`src/rtl/text_screen_renderer_if.sv`:
```
// Pixel, character-buffer and font ROM signal bundle for the text overlay renderer.
interface text_screen_renderer_if #(
    parameter int unsigned ADDR_W = 9
);
    logic [8:0]        pix_x;
    logic [8:0]        pix_y;
    logic              pix_valid;
    logic              frame_start;
    logic              wr_en;
    logic [ADDR_W-1:0] wr_addr;
    logic [7:0]        wr_data;
    logic              clear_req;
    logic              cursor_en;
    logic [ADDR_W-1:0] cursor_addr;
    logic              busy;
    logic [7:0]        font_ascii;
    logic [3:0]        font_row;
    logic [2:0]        font_col;
    logic              font_pixel;
    logic              ovl_pixel;
    logic              ovl_hit;
    logic              ovl_valid;

    modport master (
        output pix_x, pix_y, pix_valid, frame_start,
        output wr_en, wr_addr, wr_data, clear_req, cursor_en, cursor_addr,
        output font_pixel,
        input  busy, font_ascii, font_row, font_col,
        input  ovl_pixel, ovl_hit, ovl_valid
    );

    modport slave (
        input  pix_x, pix_y, pix_valid, frame_start,
        input  wr_en, wr_addr, wr_data, clear_req, cursor_en, cursor_addr,
        input  font_pixel,
        output busy, font_ascii, font_row, font_col,
        output ovl_pixel, ovl_hit, ovl_valid
    );
endinterface

```
`src/rtl/text_screen_renderer.sv`:
```
// Character-buffer text overlay: maps pixel coordinates to font ROM requests,
// returns the overlay pixel 3 cycles later, with blinking cursor and clear sequencer.
module text_screen_renderer #(
    parameter int unsigned COLS         = 32,
    parameter int unsigned ROWS         = 15,
    parameter int unsigned ADDR_W       = 9,
    parameter int unsigned BLINK_FRAMES = 30,
    parameter logic [7:0]  CLEAR_CHAR   = 8'h20
) (
    input  logic                   clk,
    input  logic                   rst_n,
    text_screen_renderer_if.slave  bus
);
    localparam int unsigned CELLS = COLS * ROWS;
    localparam int unsigned DEPTH = 1 << ADDR_W;
    localparam int unsigned BW    = (BLINK_FRAMES > 1) ? $clog2(BLINK_FRAMES) : 1;

    typedef enum logic {ST_IDLE, ST_CLEAR} state_t;

    state_t            state_q;
    logic [ADDR_W-1:0] clear_ptr_q;
    logic              busy_q;

    logic [7:0]        mem_q [DEPTH];
    logic              mem_we;
    logic [ADDR_W-1:0] mem_waddr;
    logic [7:0]        mem_wdata;

    logic [ADDR_W-1:0] cell_addr_d;
    logic              hit_d;

    logic [ADDR_W-1:0] cell_addr_q;
    logic [3:0]        row_s0_q;
    logic [2:0]        col_s0_q;
    logic              valid_s0_q;
    logic              hit_s0_q;
    logic [7:0]        rd_data_q;

    logic [7:0]        font_ascii_q;
    logic [3:0]        font_row_q;
    logic [2:0]        font_col_q;
    logic              cur_s1_q;
    logic              hit_s1_q;
    logic              valid_s1_q;

    logic              ovl_pixel_q;
    logic              ovl_hit_q;
    logic              ovl_valid_q;

    logic [BW-1:0]     blink_cnt_q;
    logic              blink_phase_q;

    always_ff @(posedge clk or negedge rst_n) begin
        if (!rst_n) begin
            state_q     <= ST_CLEAR;
            clear_ptr_q <= '0;
            busy_q      <= 1'b1;
        end else begin
            case (state_q)
                ST_IDLE: begin
                    if (bus.clear_req) begin
                        state_q     <= ST_CLEAR;
                        clear_ptr_q <= '0;
                        busy_q      <= 1'b1;
                    end
                end
                ST_CLEAR: begin
                    if (32'(clear_ptr_q) == CELLS - 1) begin
                        state_q     <= ST_IDLE;
                        clear_ptr_q <= '0;
                        busy_q      <= 1'b0;
                    end else begin
                        clear_ptr_q <= clear_ptr_q + 1'b1;
                    end
                end
                default: begin
                    state_q <= ST_IDLE;
                    busy_q  <= 1'b0;
                end
            endcase
        end
    end

    // The clear sequencer owns the write port; host writes are dropped meanwhile.
    always_comb begin
        mem_we    = 1'b0;
        mem_waddr = bus.wr_addr;
        mem_wdata = bus.wr_data;
        if (state_q == ST_CLEAR) begin
            mem_we    = 1'b1;
            mem_waddr = clear_ptr_q;
            mem_wdata = CLEAR_CHAR;
        end else if (bus.wr_en && (32'(bus.wr_addr) < CELLS)) begin
            mem_we = 1'b1;
        end
    end

    always_ff @(posedge clk) begin
        if (mem_we) begin
            mem_q[mem_waddr] <= mem_wdata;
        end
    end

    assign cell_addr_d = ADDR_W'(32'(bus.pix_y[8:4]) * COLS + 32'(bus.pix_x[8:3]));
    assign hit_d       = bus.pix_valid && (32'(bus.pix_x) < COLS * 8)
                                       && (32'(bus.pix_y) < ROWS * 16);

    always_ff @(posedge clk or negedge rst_n) begin
        if (!rst_n) begin
            cell_addr_q  <= '0;
            row_s0_q     <= '0;
            col_s0_q     <= '0;
            valid_s0_q   <= 1'b0;
            hit_s0_q     <= 1'b0;
            rd_data_q    <= '0;
            font_ascii_q <= '0;
            font_row_q   <= '0;
            font_col_q   <= '0;
            cur_s1_q     <= 1'b0;
            hit_s1_q     <= 1'b0;
            valid_s1_q   <= 1'b0;
            ovl_pixel_q  <= 1'b0;
            ovl_hit_q    <= 1'b0;
            ovl_valid_q  <= 1'b0;
        end else begin
            cell_addr_q  <= cell_addr_d;
            row_s0_q     <= bus.pix_y[3:0];
            col_s0_q     <= bus.pix_x[2:0];
            valid_s0_q   <= bus.pix_valid;
            hit_s0_q     <= hit_d;
            rd_data_q    <= mem_q[cell_addr_d];

            font_ascii_q <= hit_s0_q ? rd_data_q : 8'h00;
            font_row_q   <= row_s0_q;
            font_col_q   <= col_s0_q;
            cur_s1_q     <= bus.cursor_en && blink_phase_q && (cell_addr_q == bus.cursor_addr);
            hit_s1_q     <= hit_s0_q;
            valid_s1_q   <= valid_s0_q;

            ovl_pixel_q  <= hit_s1_q & (bus.font_pixel ^ cur_s1_q);
            ovl_hit_q    <= hit_s1_q;
            ovl_valid_q  <= valid_s1_q;
        end
    end

    always_ff @(posedge clk or negedge rst_n) begin
        if (!rst_n) begin
            blink_cnt_q   <= '0;
            blink_phase_q <= 1'b0;
        end else if (bus.frame_start) begin
            if (blink_cnt_q == BW'(BLINK_FRAMES - 1)) begin
                blink_cnt_q   <= '0;
                blink_phase_q <= ~blink_phase_q;
            end else begin
                blink_cnt_q <= blink_cnt_q + 1'b1;
            end
        end
    end

    assign bus.busy       = busy_q;
    assign bus.font_ascii = font_ascii_q;
    assign bus.font_row   = font_row_q;
    assign bus.font_col   = font_col_q;
    assign bus.ovl_pixel  = ovl_pixel_q;
    assign bus.ovl_hit    = ovl_hit_q;
    assign bus.ovl_valid  = ovl_valid_q;
endmodule

```
`src/flat_wrapper.sv`:
```
// flat-port wrapper written by rule: the top's interface ports become plain ports
module text_screen_renderer_flat 
#(
    parameter int unsigned COLS         = 32,
    parameter int unsigned ROWS         = 15,
    parameter int unsigned ADDR_W       = 9,
    parameter int unsigned BLINK_FRAMES = 30,
    parameter logic [7:0]  CLEAR_CHAR   = 8'h20
)
  (clk, rst_n, bus_pix_x, bus_pix_y, bus_pix_valid, bus_frame_start, bus_wr_en, bus_wr_addr, bus_wr_data, bus_clear_req, bus_cursor_en, bus_cursor_addr, bus_font_pixel, bus_busy, bus_font_ascii, bus_font_row, bus_font_col, bus_ovl_pixel, bus_ovl_hit, bus_ovl_valid);
  text_screen_renderer_if #(.ADDR_W(ADDR_W)) bus_i ();
  input  logic clk;
  input  logic rst_n;
  input wire logic [$bits(bus_i.pix_x)-1:0] bus_pix_x;
  input wire logic [$bits(bus_i.pix_y)-1:0] bus_pix_y;
  input wire logic [$bits(bus_i.pix_valid)-1:0] bus_pix_valid;
  input wire logic [$bits(bus_i.frame_start)-1:0] bus_frame_start;
  input wire logic [$bits(bus_i.wr_en)-1:0] bus_wr_en;
  input wire logic [$bits(bus_i.wr_addr)-1:0] bus_wr_addr;
  input wire logic [$bits(bus_i.wr_data)-1:0] bus_wr_data;
  input wire logic [$bits(bus_i.clear_req)-1:0] bus_clear_req;
  input wire logic [$bits(bus_i.cursor_en)-1:0] bus_cursor_en;
  input wire logic [$bits(bus_i.cursor_addr)-1:0] bus_cursor_addr;
  input wire logic [$bits(bus_i.font_pixel)-1:0] bus_font_pixel;
  output wire logic [$bits(bus_i.busy)-1:0] bus_busy;
  output wire logic [$bits(bus_i.font_ascii)-1:0] bus_font_ascii;
  output wire logic [$bits(bus_i.font_row)-1:0] bus_font_row;
  output wire logic [$bits(bus_i.font_col)-1:0] bus_font_col;
  output wire logic [$bits(bus_i.ovl_pixel)-1:0] bus_ovl_pixel;
  output wire logic [$bits(bus_i.ovl_hit)-1:0] bus_ovl_hit;
  output wire logic [$bits(bus_i.ovl_valid)-1:0] bus_ovl_valid;
  assign bus_i.pix_x = bus_pix_x;
  assign bus_i.pix_y = bus_pix_y;
  assign bus_i.pix_valid = bus_pix_valid;
  assign bus_i.frame_start = bus_frame_start;
  assign bus_i.wr_en = bus_wr_en;
  assign bus_i.wr_addr = bus_wr_addr;
  assign bus_i.wr_data = bus_wr_data;
  assign bus_i.clear_req = bus_clear_req;
  assign bus_i.cursor_en = bus_cursor_en;
  assign bus_i.cursor_addr = bus_cursor_addr;
  assign bus_i.font_pixel = bus_font_pixel;
  assign bus_busy = bus_i.busy;
  assign bus_font_ascii = bus_i.font_ascii;
  assign bus_font_row = bus_i.font_row;
  assign bus_font_col = bus_i.font_col;
  assign bus_ovl_pixel = bus_i.ovl_pixel;
  assign bus_ovl_hit = bus_i.ovl_hit;
  assign bus_ovl_valid = bus_i.ovl_valid;
  text_screen_renderer #(.COLS(COLS), .ROWS(ROWS), .ADDR_W(ADDR_W), .BLINK_FRAMES(BLINK_FRAMES), .CLEAR_CHAR(CLEAR_CHAR)) u_core (.clk(clk), .rst_n(rst_n), .bus(bus_i));
endmodule
```
`config.mk`:
```
export PLATFORM = sky130hd
export DESIGN_NAME = text_screen_renderer_flat
export DESIGN_NICKNAME = d
export VERILOG_FILES = /design/src/rtl/text_screen_renderer_if.sv /design/src/rtl/text_screen_renderer.sv /design/src/flat_wrapper.sv
export SDC_FILE = /design/constraint.sdc
export NUM_CORES = 2
export LEC_CHECK = 0
export ABC_CLOCK_PERIOD_IN_PS = 39800
export BUFFER_PORTS_ARGS = -buffer_cell sky130_fd_sc_hd__buf_2
export CORE_MARGIN = 2
export CORE_UTILIZATION = 45
export CTS_CLUSTER_SIZE = 40
export DETAILED_ROUTE_END_ITERATION = 10
export SLEW_MARGIN = 15
export SYNTH_ARGS = -nofsm -noshare
export SYNTH_HDL_FRONTEND = slang
export SYNTH_SLANG_ARGS = --single-unit
export TNS_END_PERCENT = 30
```
`constraint.sdc`:
```
create_clock -name clk -period 39.8 [get_ports clk]
set_input_delay 7.96 -clock clk [delete_from_list [all_inputs] [get_ports clk]]
set_output_delay 7.96 -clock clk [all_outputs]
set_load 0.05 [all_outputs]
```
**Word-level counts from Yosys, hierarchy flattened**

Memories as Yosys holds them, arrays and structs flattened. A register that Yosys moved wholly into a read port is not among the register bits.
Index checks and enable logic that the tools add are counted.

- Flip-flop bits (word level): 56
- Bits in latches: 0
- Memory bits (writable): 4096
- Bits in read-only memories: 0
- Input port bits: 52
- Output and inout port bits: 19
- Logic and storage cells: 60
- Memories kept: 1

Memories:

| memory | words | bits a word | read ports | clocked after Yosys merged registers in | write ports | RTL line | source |
|---|---|---|---|---|---|---|---|
| u_core.mem_q | 512 | 8 | 1 | 1 | 1 | text_screen_renderer.sv:24 | `logic [7:0] mem_q [DEPTH];` |

- Add/sub/neg operators: 3
- $mul: 0
- Divide/modulo/power cells: 0
- Magnitude comparators: 3
- Equality and inequality tests: 5
- Shifts and indexed selects: 0
- Mux-type cells: 17
- Bitwise operators: 4
- Reductions and logical operators: 8

Operators by type and width:

| operator | number |
|---|---|
| two-way mux 9 bit | 3 |
| less-than comparator 9 bit, second input constant | 2 |
| one-hot mux 9 bit (2 select lines) | 1 |
| two-way mux 8 bit | 2 |
| adder 9 x 1 -> 9 bit, second input constant | 1 |
| adder 9 x 6 -> 9 bit | 1 |
| equality test 9 bit | 1 |
| equality test 9 bit, second input constant | 1 |
| less-than comparator 9 x 8 -> 1 bit, second input constant | 1 |
| two-way mux 1 bit | 8 |
| adder 5 x 1 -> 5 bit, second input constant | 1 |
| equality test 5 bit, second input constant | 1 |
| logical AND 1 bit | 5 |
| two-way mux 5 bit | 1 |
| inequality test 2 bit, second input constant | 2 |
| one-hot mux 1 bit (2 select lines) | 2 |
| AND reduction 2 bit | 2 |
| NOT 1 bit | 2 |
| bitwise AND 1 bit | 1 |
| zero test 1 bit | 1 |
| bitwise XOR 1 bit | 1 |

**Depth between registers and ports, before layout**

- Depth in word-level cells: 6
- Depth in mapped cells: 13
- Depth with buffers taken out: 9

**Worst setup path after synthesis**

OpenSTA, ideal clock, no wires.

- Kind: input port to flip-flop
- Start point: input bus_wr_data[2]
- End point: memory u_core.mem_q[0][2], data pin
- Library setup time: 2.689 ns
- Data arrival time: 20.169 ns
- Data required time: 37.111 ns
- Setup slack: 16.942 ns
- Cell stages on the path: 1
- Buffers on the path: 0
- Cells stage by stage: nor2b_1

- Word-level cells in the longest chain between the ends: 1

RTL lines:

| item | RTL line | source |
|---|---|---|
| start: declaration | flat_wrapper.sv:20 | `input wire logic [$bits(bus_i.wr_data)-1:0] bus_wr_data;` |
| two-way mux 8 bit | text_screen_renderer.sv:89 | `if (state_q == ST_CLEAR) begin` |
| end: declaration | text_screen_renderer.sv:24 |  |

Every way passes these cells.

**Worst setup path after layout**

- Start point: input bus_pix_x[3]
- End point: register u_core.rd_data_q[6], read port of u_core.mem_q

- Word-level cells in the longest chain between the ends: 1

RTL lines:

| item | RTL line | source |
|---|---|---|
| start: declaration | flat_wrapper.sv:14 | `input wire logic [$bits(bus_i.pix_x)-1:0] bus_pix_x;` |
| adder 9 x 6 -> 9 bit | text_screen_renderer.sv:104 | `assign cell_addr_d = ADDR_W'(32'(bus.pix_y[8:4]) * COLS + 32'(bus.pix_x[8:3]));` |
| end: declaration | text_screen_renderer.sv:37 | `logic [7:0] rd_data_q;` |

Every way passes these cells.
A chain may end at the register's enable or synchronous reset.

==> reports/results.tsv <==
stage	metric	value	unit
worst_setup_path	endpoint_kind	register	
yosys	synth_enable_flop_cells	4096	
clocking	cts.sinks	4160	
timing	timing.clock.skew	0.0513	ns
worst_setup_path	slowest_stage	a41oi_1	
yosys	synth-main-ff-cell	edfxtp_1	
yosys	synth.top_cells.by_count	edfxtp_1 (4096), mux2i_1 (840), mux4_2 (617), nor2_1 (561), o221ai_1 (361)	
worst_setup_path	cp_max_fo	107	
die	core	0.360	mm^2
min_path	hold_path.class	reg -> reg	
run_status	status	finished clean	
yosys	ys_types	68	
clocking	ctsHtreeMaxLevel	5	
yosys	avgSynthCellArea	19.8	um^2
worst_setup_path	cp_top_family	buffers and inverters	
timing	finalSetupTns	0	ns
worst_setup_path	critPathArrivalTime	13.86	ns
timing	period_share	0.329	
die	num_io_pins	71	
run	maxCapViolations	0	
layout	area_delta_synth_final	10.9	%
yosys	async_flop_share	0.0154	
placed_design	dp_hpwl	245000	um
die	rows	220	
placed_design	routabilityCongestion	0.837	
timing	timing.final.hold_violations	0	
timing	setup_viol_count_final	0	
grt	grt_max_degree	213	
layout	multiInputGateArea	0.0350	mm^2
timing	rsz0062_at_grt	false	
yosys	synth_area	0.163	mm^2
worst_setup_path	critPathKind	in -> reg	
detailed_routing	viasPerCell	6.09	
clocking	numCtsBuffers	421	
worst_setup_path	crit_chain	buf_12, buf_4, buf_4, buf_12, buf_4, mux4_2, o22ai_1, a22oi_1, a41oi_1, a2111oi_2	
power	leakage	57.8	nW
layout	drive_gt1_frac	0.171	
clocking	clockBufferDepth	4	
timing	drv_slew	0	
yosys	synthCells	8230	
clocking	clk_pin_slew	0.06	ns
worst_setup_path	cp_slowest_stage_delay	0.87	ns
die	die_h	606	um
timing	max_freq	76.4	MHz
detailed_routing	drt_first_pass_iters	6	
grt	grt_pass1_wl	599000	um
detailed_routing	drtIter0Drc	9146	
power	worst_ir_drop_vdd	38.6	uV
die	start_util	0.453	
die	dieArea	0.367	mm^2
yosys	yosysMostFrequentCell	edfxtp_1	
worst_setup_path	crit_path_frequent_cell	buf_4	
detailed_routing	wl	420000	um
power	power_density	51.3	mW/mm^2
yosys	syn_nets	8287	
power	clock_power_share	0.412	
yosys	ys_seq_elements	4160	
yosys	synthTopCellsByArea	edfxtp_1 (76%), mux4_2 (8.5%), mux2i_1 (5.2%)	
worst_setup_path	cp-start-kind	input pin	
timing	fin_hold_ws	0.347	ns
worst_setup_path	crit_buf_inv	5	
die	die_x	606	um
timing	worst_pin_slew	1.39	ns
detailed_routing	routedWlPerCell	31.2	um
layout	fin_util	0.502	
timing	period_needed	13.09	ns
power	p_seq_frac	0.520	
clocking	cts-resized-gates	0	
timing	relSlewSlack	0.0709	
power	p_int	7.13	mW
placed_design	port_buffers	70	
yosys	ys_seq_area_frac	0.765	
power	combPwrFrac	0.068	
grt	grt_pass1_vias	81855	
power	power	9.27	mW
grt	antenna_found_initial	10	
yosys	synth_warnings	0	
grt	grt_overflow	0	
clocking	post-cts-setup-buffer-count	0	
clocking	hold_buffers	0	
clocking	clock_latency	0.97	ns
worst_setup_path	critPathRequiredTime	40.57	ns
yosys	synth_top_area_share	0.755	
power	switching_share	0.231	
detailed_routing	drc	0	
power	p_switching	2.14	mW
detailed_routing	vias	82002	
yosys	yosys.area.top_type	edfxtp_1	
clocking	root_buffer	clkbuf_16	
layout	nets	8396	
detailed_routing	ant_nets	0	
grt	grt.total_usage	0.226	
layout	fill_cells	28520	
layout	regArea	0.125	mm^2
clocking	cts_tree	done	
[routing by layer]
metal / wire [um] / GRT usage
met5: 86 / 0
met4: 14500 / 0.0772
met3: 29700 / 0.0366
met2: 205000 / 0.371
met1: 171000 / 0.308
[through the flow]
stage | cell area, um^2 | cells | worst slack (ns)
2_1_floorplan | 163000 | 8230 | 16.94
3_3_place_gp | 167000 | 12686 | 25.89
3_5_place_dp | 167000 | 12686 | 25.81
4_1_cts | 181000 | 13453 | 26.83
5_1_grt | 181000 | 13470 | 26.40
6_report | 181000 | 13474 | 26.71
[cells in the final DEF (no fill, tap or decap), types with 87 or more instances in the layout]
cell | synthesis | final
a21oi_1 | 206 | 206
buf_4 | 56 | 130
clkbuf_1 | 226 | 101
clkbuf_16 | 0 | 427
clkinv_1 | 0 | 104
edfxtp_1 | 4096 | 4096
mux2i_1 | 840 | 840
mux4_2 | 617 | 617
nand2_1 | 103 | 87
nor2_1 | 561 | 556
o21ai_0 | 147 | 147
o221ai_1 | 361 | 361
o22ai_1 | 193 | 193
[final cells by class]
cell class	count	share of cell area
multi-input combinational	3525	0.194
clock inverter	237	0.0117
inverter	11	0.000270
tap	4773	0.0331
sequential	4160	0.690
timing repair buffer	220	0.00993
antenna	18	0.000249
clock buffer	530	0.0614
[power groups by stage]
| stage | logic (mW) | registers, mW | clock network, mW |
|---|---|---|---|
| detailed placement | 0.634 | 4.91 | 0 |
| global route | 0.653 | 4.82 | 4.04 |
| floorplan | 0.346 | 4.90 | 0 |
| CTS | 0.635 | 4.82 | 3.87 |
| finish | 0.632 | 4.82 | 3.82 |
| global placement | 0.631 | 4.91 | 0 |
[state kept, by name (all words and copies together), names as in the netlist]
signal,flops
u_core.bus.ovl_pixel,1
u_core.bus.font_row,4
u_core.rd_data_q,8
u_core.cur_s1_q,1
u_core.bus.font_ascii,8
u_core.bus.font_col,3
u_core.clear_ptr_q,9
u_core.row_s0_q,4
u_core.bus.ovl_hit,1
u_core.bus.busy,1
u_core.hit_s1_q,1
u_core.mem_q,4096
u_core.state_q,1
u_core.bus.ovl_valid,1
u_core.valid_s1_q,1
u_core.blink_cnt_q,5
u_core.valid_s0_q,1
u_core.col_s0_q,3
u_core.blink_phase_q,1
u_core.hit_s0_q,1
u_core.cell_addr_q,9
[path summary, 6_finish.rpt]
path	start	cells past startpoint	slack, ns	endpoint
hold reg to reg	u_core.col_s0_q[0]	0	0.35	u_core.bus.font_col[0]
setup / recovery	bus_pix_x[3]	10	26.71	u_core.rd_data_q[6]
setup reg to reg	u_core.state_q	5	34.74	u_core.mem_q[148][6]
min in group asynchronous	rst_n	1	7.00	u_core.row_s0_q[0]
max in group asynchronous	rst_n	2	31.67	u_core.bus.font_ascii[7]
hold / removal	u_core.col_s0_q[0]	0	0.35	u_core.bus.font_col[0]
[logic make-up (layout without fill, tap and decap cells)]
family,after synthesis,count (layout),share of synthesized area
compound gates,1145,1145,0.0500
xor+xnor,15,15,0.000807
fa+ha+maj,5,5,0.000384
buf+inv,545,998,0.0220
flops,4160,4160,0.765
mux,1466,1466,0.138
other cells,0,18,0
simple gates,894,894,0.0244
(Power assumes the default switching activity.)
